`config.mk`:
```
export PLATFORM = sky130hd
export DESIGN_NAME = fifo_drain_ctrl
export DESIGN_NICKNAME = d
export VERILOG_FILES = /design/src/rtl/fifo_drain_pkg.sv /design/src/rtl/skid_buffer2.sv /design/src/rtl/fifo_drain_ctrl.sv
export SDC_FILE = /design/constraint.sdc
export NUM_CORES = 1
export LEC_CHECK = 0
export ABC_AREA = 1
export CORE_ASPECT_RATIO = 0.6
export CORE_MARGIN = 5
export CORE_UTILIZATION = 51
export DETAILED_ROUTE_END_ITERATION = 7
export GPL_ROUTABILITY_DRIVEN = 0
export GPL_TIMING_DRIVEN = 0
export MAX_ROUTING_LAYER = met4
export PLACE_DENSITY_LB_ADDON = 0.1
export SYNTH_ARGS = -nofsm -noshare
export SYNTH_HDL_FRONTEND = slang
export SYNTH_SLANG_ARGS = --single-unit
```
`constraint.sdc`:
```
create_clock -name clk -period 2.16 [get_ports clk]
set_input_delay 0.54 -clock clk [delete_from_list [all_inputs] [get_ports clk]]
set_output_delay 0.54 -clock clk [all_outputs]
set_load 0.02 [all_outputs]
```
`src/rtl/fifo_drain_pkg.sv`:
```
// rtl/fifo_drain_pkg.sv - shared constants for the FIFO drain controller
package fifo_drain_pkg;

  localparam int DATA_W_DEF = 10;
  localparam int CNT_W_DEF  = 16;
  localparam int SKID_DEPTH = 2;

  localparam logic [2:0] ST_RESET  = 3'd0;
  localparam logic [2:0] ST_INIT   = 3'd1;
  localparam logic [2:0] ST_IDLE   = 3'd2;
  localparam logic [2:0] ST_ACTIVE = 3'd3;
  localparam logic [2:0] ST_ERROR  = 3'd4;

endpackage

```
`src/rtl/skid_buffer2.sv`:
```
// rtl/skid_buffer2.sv - two-entry in-order skid buffer, head entry always visible
module skid_buffer2
  import fifo_drain_pkg::*;
#(
  parameter int DATA_W = DATA_W_DEF
) (
  input  logic              clk,
  input  logic              reset,
  input  logic              clear,
  input  logic              enq,
  input  logic [DATA_W-1:0] enq_data,
  input  logic              deq,
  output logic [DATA_W-1:0] head_data,
  output logic [1:0]        count
);

  logic [DATA_W-1:0] entry0;
  logic [DATA_W-1:0] entry1;
  logic              do_deq;

  assign do_deq    = deq && (count != 2'd0);
  assign head_data = entry0;

  always_ff @(posedge clk or posedge reset) begin
    if (reset) begin
      entry0 <= '0;
      entry1 <= '0;
      count  <= 2'd0;
    end else if (clear) begin
      entry0 <= '0;
      entry1 <= '0;
      count  <= 2'd0;
    end else begin
      case ({enq, do_deq})
        2'b10: begin
          if (count == 2'd0) entry0 <= enq_data;
          else               entry1 <= enq_data;
          count <= count + 2'd1;
        end
        2'b01: begin
          entry0 <= entry1;
          count  <= count - 2'd1;
        end
        2'b11: begin
          // Simultaneous enqueue/dequeue: occupancy unchanged, queue shifts.
          if (count == 2'd1) begin
            entry0 <= enq_data;
          end else begin
            entry0 <= entry1;
            entry1 <= enq_data;
          end
        end
        default: ;
      endcase
    end
  end

endmodule

```
`src/rtl/fifo_drain_ctrl.sv`:
```
// rtl/fifo_drain_ctrl.sv - read-side FIFO drain controller with valid/ready output
module fifo_drain_ctrl
  import fifo_drain_pkg::*;
#(
  parameter int DATA_W = DATA_W_DEF,
  parameter int CNT_W  = CNT_W_DEF
) (
  input  logic              clk,
  input  logic              reset,
  input  logic              init,
  input  logic              flush,
  input  logic [DATA_W-1:0] fifo_data_out,
  input  logic              fifo_empty,
  input  logic              fifo_almost_empty,
  output logic              fifo_pop,
  input  logic              out_ready,
  output logic              out_valid,
  output logic [DATA_W-1:0] out_data,
  output logic [CNT_W-1:0]  words_sent,
  output logic [2:0]        state,
  output logic              idle,
  output logic              error
);

  logic [2:0] next_state;
  logic       inflight;
  logic [1:0] skid_count;
  logic [2:0] occ;
  logic       fire;
  logic       err_cond;
  logic       skid_clear;
  logic       skid_enq;

  assign out_valid = (skid_count != 2'd0) && (state != ST_ERROR);
  assign fire      = out_valid && out_ready;
  assign occ       = {1'b0, skid_count} + {2'b00, inflight};

  // Pop only when the word returning next cycle is guaranteed a skid slot.
  assign fifo_pop  = (state == ST_ACTIVE) && !fifo_empty &&
                     (occ < (3'(SKID_DEPTH) + {2'b00, fire}));

  assign err_cond   = (state != ST_RESET) && fifo_empty && !fifo_almost_empty;
  assign skid_clear = (state == ST_ERROR) || (next_state == ST_ERROR);
  assign skid_enq   = inflight && !skid_clear;
  assign idle       = (state == ST_IDLE);
  assign error      = (state == ST_ERROR);

  always_comb begin
    next_state = state;
    if (err_cond) begin
      next_state = ST_ERROR;
    end else begin
      case (state)
        ST_RESET:  next_state = ST_INIT;
        ST_INIT:   next_state = init ? ST_INIT : ST_IDLE;
        ST_IDLE: begin
          if (init)
            next_state = ST_INIT;
          else if (!fifo_almost_empty || (flush && !fifo_empty))
            next_state = ST_ACTIVE;
        end
        ST_ACTIVE: begin
          if (fifo_empty && !inflight && (skid_count == 2'd0))
            next_state = ST_IDLE;
        end
        ST_ERROR:  next_state = ST_ERROR;
        default:   next_state = ST_RESET;
      endcase
    end
  end

  always_ff @(posedge clk or posedge reset) begin
    if (reset) begin
      state      <= ST_RESET;
      inflight   <= 1'b0;
      words_sent <= '0;
    end else begin
      state    <= next_state;
      inflight <= fifo_pop;
      if (fire) words_sent <= words_sent + 1'b1;
    end
  end

  skid_buffer2 #(
    .DATA_W (DATA_W)
  ) u_skid (
    .clk       (clk),
    .reset     (reset),
    .clear     (skid_clear),
    .enq       (skid_enq),
    .enq_data  (fifo_data_out),
    .deq       (fire),
    .head_data (out_data),
    .count     (skid_count)
  );

endmodule
```
Word-level counts from Yosys, hierarchy flattened:

Cells that the tools add are included.

* add/subtract/negate cells: 5
* magnitude comparators: 1
* equality and inequality tests: 13
* muxes and demuxes: 16
* reduce and logical (&&, ||, !) cells: 26

Operator list (count)
* 10-bit 2-to-1 mux: 6
* 10-bit case mux with 3 select lines: 1
* 10-bit case mux with 2 select lines: 1
* 16-bit by 1-bit adder with 16-bit output (second input constant): 1
* 3-bit case mux with 5 select lines: 1
* 3-bit 2-to-1 mux: 4
* 3-bit != test (second input constant): 4
* 1-bit logical AND: 11
* 3-bit nonzero test: 3
* 3-bit by 2-bit == test with 1-bit output (second input constant): 2
* 3-bit == test (second input constant): 2
* 2-bit by 1-bit == test with 1-bit output (second input constant): 2
* 2-bit == test (second input constant): 2
* 1-bit logical NOT: 4
* 2-bit 2-to-1 mux: 2
* 2-bit case mux with 2 select lines: 1
* 4-bit nonzero test: 1
* 2-bit by 1-bit adder with 3-bit output: 1
* 2-bit by 1-bit adder with 3-bit output (first input constant): 1
* 3-bit by 1-bit == test with 1-bit output (second input constant): 1
* 3-bit logical NOT: 1
* 3-bit < comparator: 1
* 3-bit AND reduction: 1
* 2-bit by 1-bit adder with 2-bit output (second input constant): 1
* 5 further kinds: 6

* flip-flop bits (word level): 42
* input port bits: 17

Logic depth before layout (Yosys ltp):

* depth in word-level cells: 14
* mapped depth: 10
* depth with buffers taken out: 10

By module:

Synthesis repeated with hierarchy kept, for this count alone.

* cell total of the unflattened synthesis: 314
* area total of the unflattened synthesis: 2386.0 sq um

By module, submodules not included
* skid_buffer2: times used 1, cells each 159, area an instance 1214.9 sq um, seq. area each 550.5 sq um
* fifo_drain_ctrl: times used 1, cells each 155, area an instance 1171.1 sq um, seq. area each 500.5 sq um

Worst setup path after synthesis:

Ideal clock, no wire load.

* kind: flip-flop to output port
* start: register u_skid.count[0]
* end: output fifo_pop
* data arrival time: 1.465 ns
* data required time: 1.620 ns
* path slack: 0.155 ns
* cell stages (with the launch flop): 8
* buffers on the path: 1
* cell sequence: dfrtp_1 -> inv_1 -> ha_1 -> inv_1 -> nand3_4 -> buf_2 -> o21ai_0 -> and3_1

* word-level cells in the longest chain between the ends: 6

RTL lines
* start, declared: RTL line skid_buffer2.sv:14 `output logic [1:0] count`
* start signal, assigned: RTL line skid_buffer2.sv:38 `count <= count + 2'd1;`
* start signal, assigned: RTL line skid_buffer2.sv:42 `count <= count - 2'd1;`
* 2-bit nonzero test: RTL line fifo_drain_ctrl.sv:34 `assign out_valid = (skid_count != 2'd0) && (state != ST_ERROR);`
* 1-bit logical AND: RTL line fifo_drain_ctrl.sv:34
* 1-bit logical AND: RTL line fifo_drain_ctrl.sv:35 `assign fire = out_valid && out_ready;`
* 2-bit by 1-bit adder with 3-bit output: RTL line fifo_drain_ctrl.sv:40 `(occ < (3'(SKID_DEPTH) + {2'b00, fire}));`
* 3-bit < comparator (*): RTL line fifo_drain_ctrl.sv:40
* 1-bit logical AND (*): RTL line fifo_drain_ctrl.sv:39 `assign fifo_pop = (state == ST_ACTIVE) && !fifo_empty &&`
* end, declared: RTL line fifo_drain_ctrl.sv:15 `output logic fifo_pop,`

Every way passes the cells marked *; elsewhere a longest branch is shown, timed or not.

Worst setup path in the final report:

Ends and elaborated chain as after synthesis.

==> summary.txt <==
CTS
  • Clock sink count: 42
  • Worst-path clk slew: 0.07 ns
  • CTS buffer count: 5
  • Htree depth: 2
  • Hold-fix buffers, CTS: 0
  • CTS tree: yes
  • Clock root cell: clkbuf_8
  • CTS max path bufs: 2
  • Clock latency reported for the late side of the worst-skew pair: 0.29 ns

Final layout
  • Final Cell Area: 3060 µm²
  • Area growth from synthesis to layout: 29.3%
  • Reg area: 1050 µm²
  • N_diodes: 0
  • Fill cells: 408
  • Fin util: 67.5%
  • Layout cells sized above 1: 9.19%
  • Multi-input combinational cell area: 1120 µm²
  • Final #Nets: 404

STA
  • Final worst path period share: 97.4%
  • Pins Over Slew Limit: 0
  • Sum Neg Setup Slack: 0 ns
  • Worst slew pin tran: 0.873 ns
  • Final Hold Fails: 0
  • Min Tclk post-route: 2.10 ns
  • Final setup vio count: 0
  • Relative slew slack: 41.7%
  • Max Clk Rate: 475 MHz
  • Worst Clk Skew: 0.00708 ns

Placed design
  • Post-detail-place hpwl: 4.37 mm
  • Post-place instance area: 2940 µm²
  • Port buffer count: 49

Yosys
  • Asr flop ratio synth: 100%
  • Largest area contributor in the netlist: dfrtp_1
  • Top cell type's share of synthesized area: 44.4%
  • Synth warn: 0
  • Post-Syn Area: 2370 µm²
  • Synth top area cells: dfrtp_1 (44%), nand2_1 (17%), nand3_1 (8.2%)
  • Yosys reg bits: 42
  • Most common library cells after synthesis: nand2_1 (108), inv_1 (46), dfrtp_1 (42), nand3_1 (39), nor2_1 (29)
  • Main synth FF type: dfrtp_1
  • Sequential fraction of the synthesis area: 44.4%
  • Top-count cell post-synth: nand2_1
  • Synth Instances: 325
  • Mapped Nets: 347
  • Netlist cell types: 22
  • Post-synth EDFFs: 0
  • Mean Syn Cell Area: 7.29 µm²

Floorplan
  • Die H: 62.8 µm
  • FP Rows: 19
  • Core area: 4540 µm²
  • Die width: 98 µm
  • Total die area: 6150 µm²
  • Num ports: 50
  • Starting Density: 52.2%

Worst setup path
  • FF-to-FF End: u_skid.head_data[2]
  • Critical-path top delay cell: dfrtp_1
  • Crit path kind: reg2out
  • Most Frequent Cell on Critical Path: ha_1
  • Crit-path cells: ha_1 -> ha_1 -> o21ai_2 -> and3_4 -> buf_6
  • Worst path required time: 1.62 ns
  • Crit start category: flop
  • Nature of the critical path endpoint: primary output
  • Crit path max fanout: 4
  • Crit path arrival time: 1.56 ns
  • Crit-path leading delay family: adder cells
  • Reg2reg path depth: 9
  • Flop2flop setup slack: 0.35 ns
  • Worst path bufs/invs: 1
  • Reg2reg start: state[0]
  • Worst path max stage delay: 0.43 ns

Route
  • Via count: 2205
  • DR iter-0 viols: 111
  • Via density: 4.97
  • Total Routed Length: 5.92 mm
  • DR WL/cell: 13.3 µm
  • DRC: 0
  • DR pass1 iterations: 4
  • Detail Route Antenna Nets: 0

Power and ir drop
  • Combinational share of power: 53.4%
  • Sw frac: 45.1%
  • Reg power frac: 34.1%
  • Cell area power density: 1290 nW/µm²
  • Leakage power: 1.54 nW
  • Maximum vdd drop: 805 µV
  • Switching Power: 1.78 mW
  • Overall Power: 3.95 mW
  • Cell Int Power: 2.17 mW
  • Clock Power Share: 12.5%

Run status
  • Status: finished, final reports clean

Min path
  • Hold endpoint: u_skid.head_data[9]
  • Hold depth: 2
  • HP Start: u_skid.head_data[9]
  • Min-Delay Path Class: reg2reg

Global routing
  • Total track usage: 20.6%
  • Initial antenna violation count: 0
  • First-pass GRT wire length: 9.80 mm
  • Vias in the first global route: 2059
  • Largest net degree at the start of global routing: 43
  • Grt total ovfl: 0

Job
  • MaxCap Viol Count: 0
how the worst max path moves through the flow:
stage | start | to | slack, ns | depth (start not counted)
3_5_place_dp | out_ready | fifo_pop | -0.82 | 6
6_report | u_skid.count[0] | fifo_pop | 0.06 | 5
5_1_grt | state[0] | fifo_pop | -0.002 | 6
2_1_floorplan | u_skid.count[0] | fifo_pop | 0.16 | 7
3_3_place_gp | out_ready | fifo_pop | -0.77 | 6
4_1_cts | out_ready | fifo_pop | -0.06 | 5
cells by family (layout without fill, tap and decap cells):
family | Yosys count | count (layout) | share of synthesized area, %
adders and majority gates | 5 | 5 | 2.64
and+or+nand+nor | 195 | 195 | 35.1
AOI/OAI and AO/OA | 16 | 16 | 4.01
xor gates and xnor gates | 12 | 12 | 4.44
DFF | 42 | 42 | 44.4
buffers and inverters | 55 | 111 | 9.45
per-layer routing:
layer,up-vias,wire [µm],part of all wire (%),global-route usage (%)
met5,-,0,0,-
met4,0,55,0.93,5.35
met3,6,446,7.5,4.57
met2,74,2340,40,28.1
met1,1004,3070,52,30.6
li1,1121,-,-,-
layout by cell type, fill, tap and decap left out, types with 6 or more instances in the layout:
| cell | netlist | routed |
|---|---|---|
| clkdlybuf4s50_1 | 0 | 44 |
| nand3_1 | 39 | 39 |
| inv_1 | 46 | 42 |
| xor2_1 | 8 | 8 |
| dfrtp_1 | 42 | 41 |
| clkbuf_8 | 0 | 6 |
| nor2_1 | 29 | 29 |
| nand2_1 | 108 | 108 |
| o21ai_0 | 10 | 9 |
| inv_2 | 2 | 6 |
| nor3_1 | 6 | 6 |
registers in the layout, indices dropped and copies added (netlist names):
name	count
words_sent	16
u_skid.count	2
inflight	1
u_skid.entry1	10
u_skid.head_data	10
state	3
per-stage QoR:
stage	hold WS, ns	std cells	setup slack (ns)
after global routing	0.493	444	-0.00177
after floorplan	0.442	325	0.155
after detailed placement	0.459	437	-0.816
final	0.480	444	0.0561
after global placement	0.455	437	-0.766
after CTS	0.477	443	-0.0557
worst register-to-register path: stages, from the launching register on:
cell	delay [ns]
dfrtp_1	0.47
nor2_4	0.14
nand2_2	0.13
nand3_4	0.11
buf_4	0.24
inv_2	0.13
nand2_2	0.21
nand2_1	0.09
nand3_1	0.13
nand2_1	0.06
power by group through the flow:
stage	sequential, mW	clock [mW]	combinational, mW
2_1_floorplan	1.51	0	1.11
3_3_place_gp	1.34	0	2.01
3_5_place_dp	1.35	0	2.05
4_1_cts	1.34	0.506	2.06
5_1_grt	1.39	0.533	2.34
6_report	1.35	0.495	2.11
area by class of cell:
cell class	instances	share of cell area, %
Inverter	48	5.88
Buffer	6	1.27
Timing Repair Buffer	51	16.6
Tap cell	63	2.57
Clock buffer	6	2.70
Multi-Input combinational cell	228	36.6
Sequential cell	42	34.4
what timing repair did:
action / 4_1_cts / 5_1_grt
gates resized for setup: 9 / 11
setup endpoints to repair: 3 / 2
pin swaps: 0 / 1
setup buffers: 1 / 1
hold endpoints to repair: 0 / 0
(Power assumes the default switching activity.)
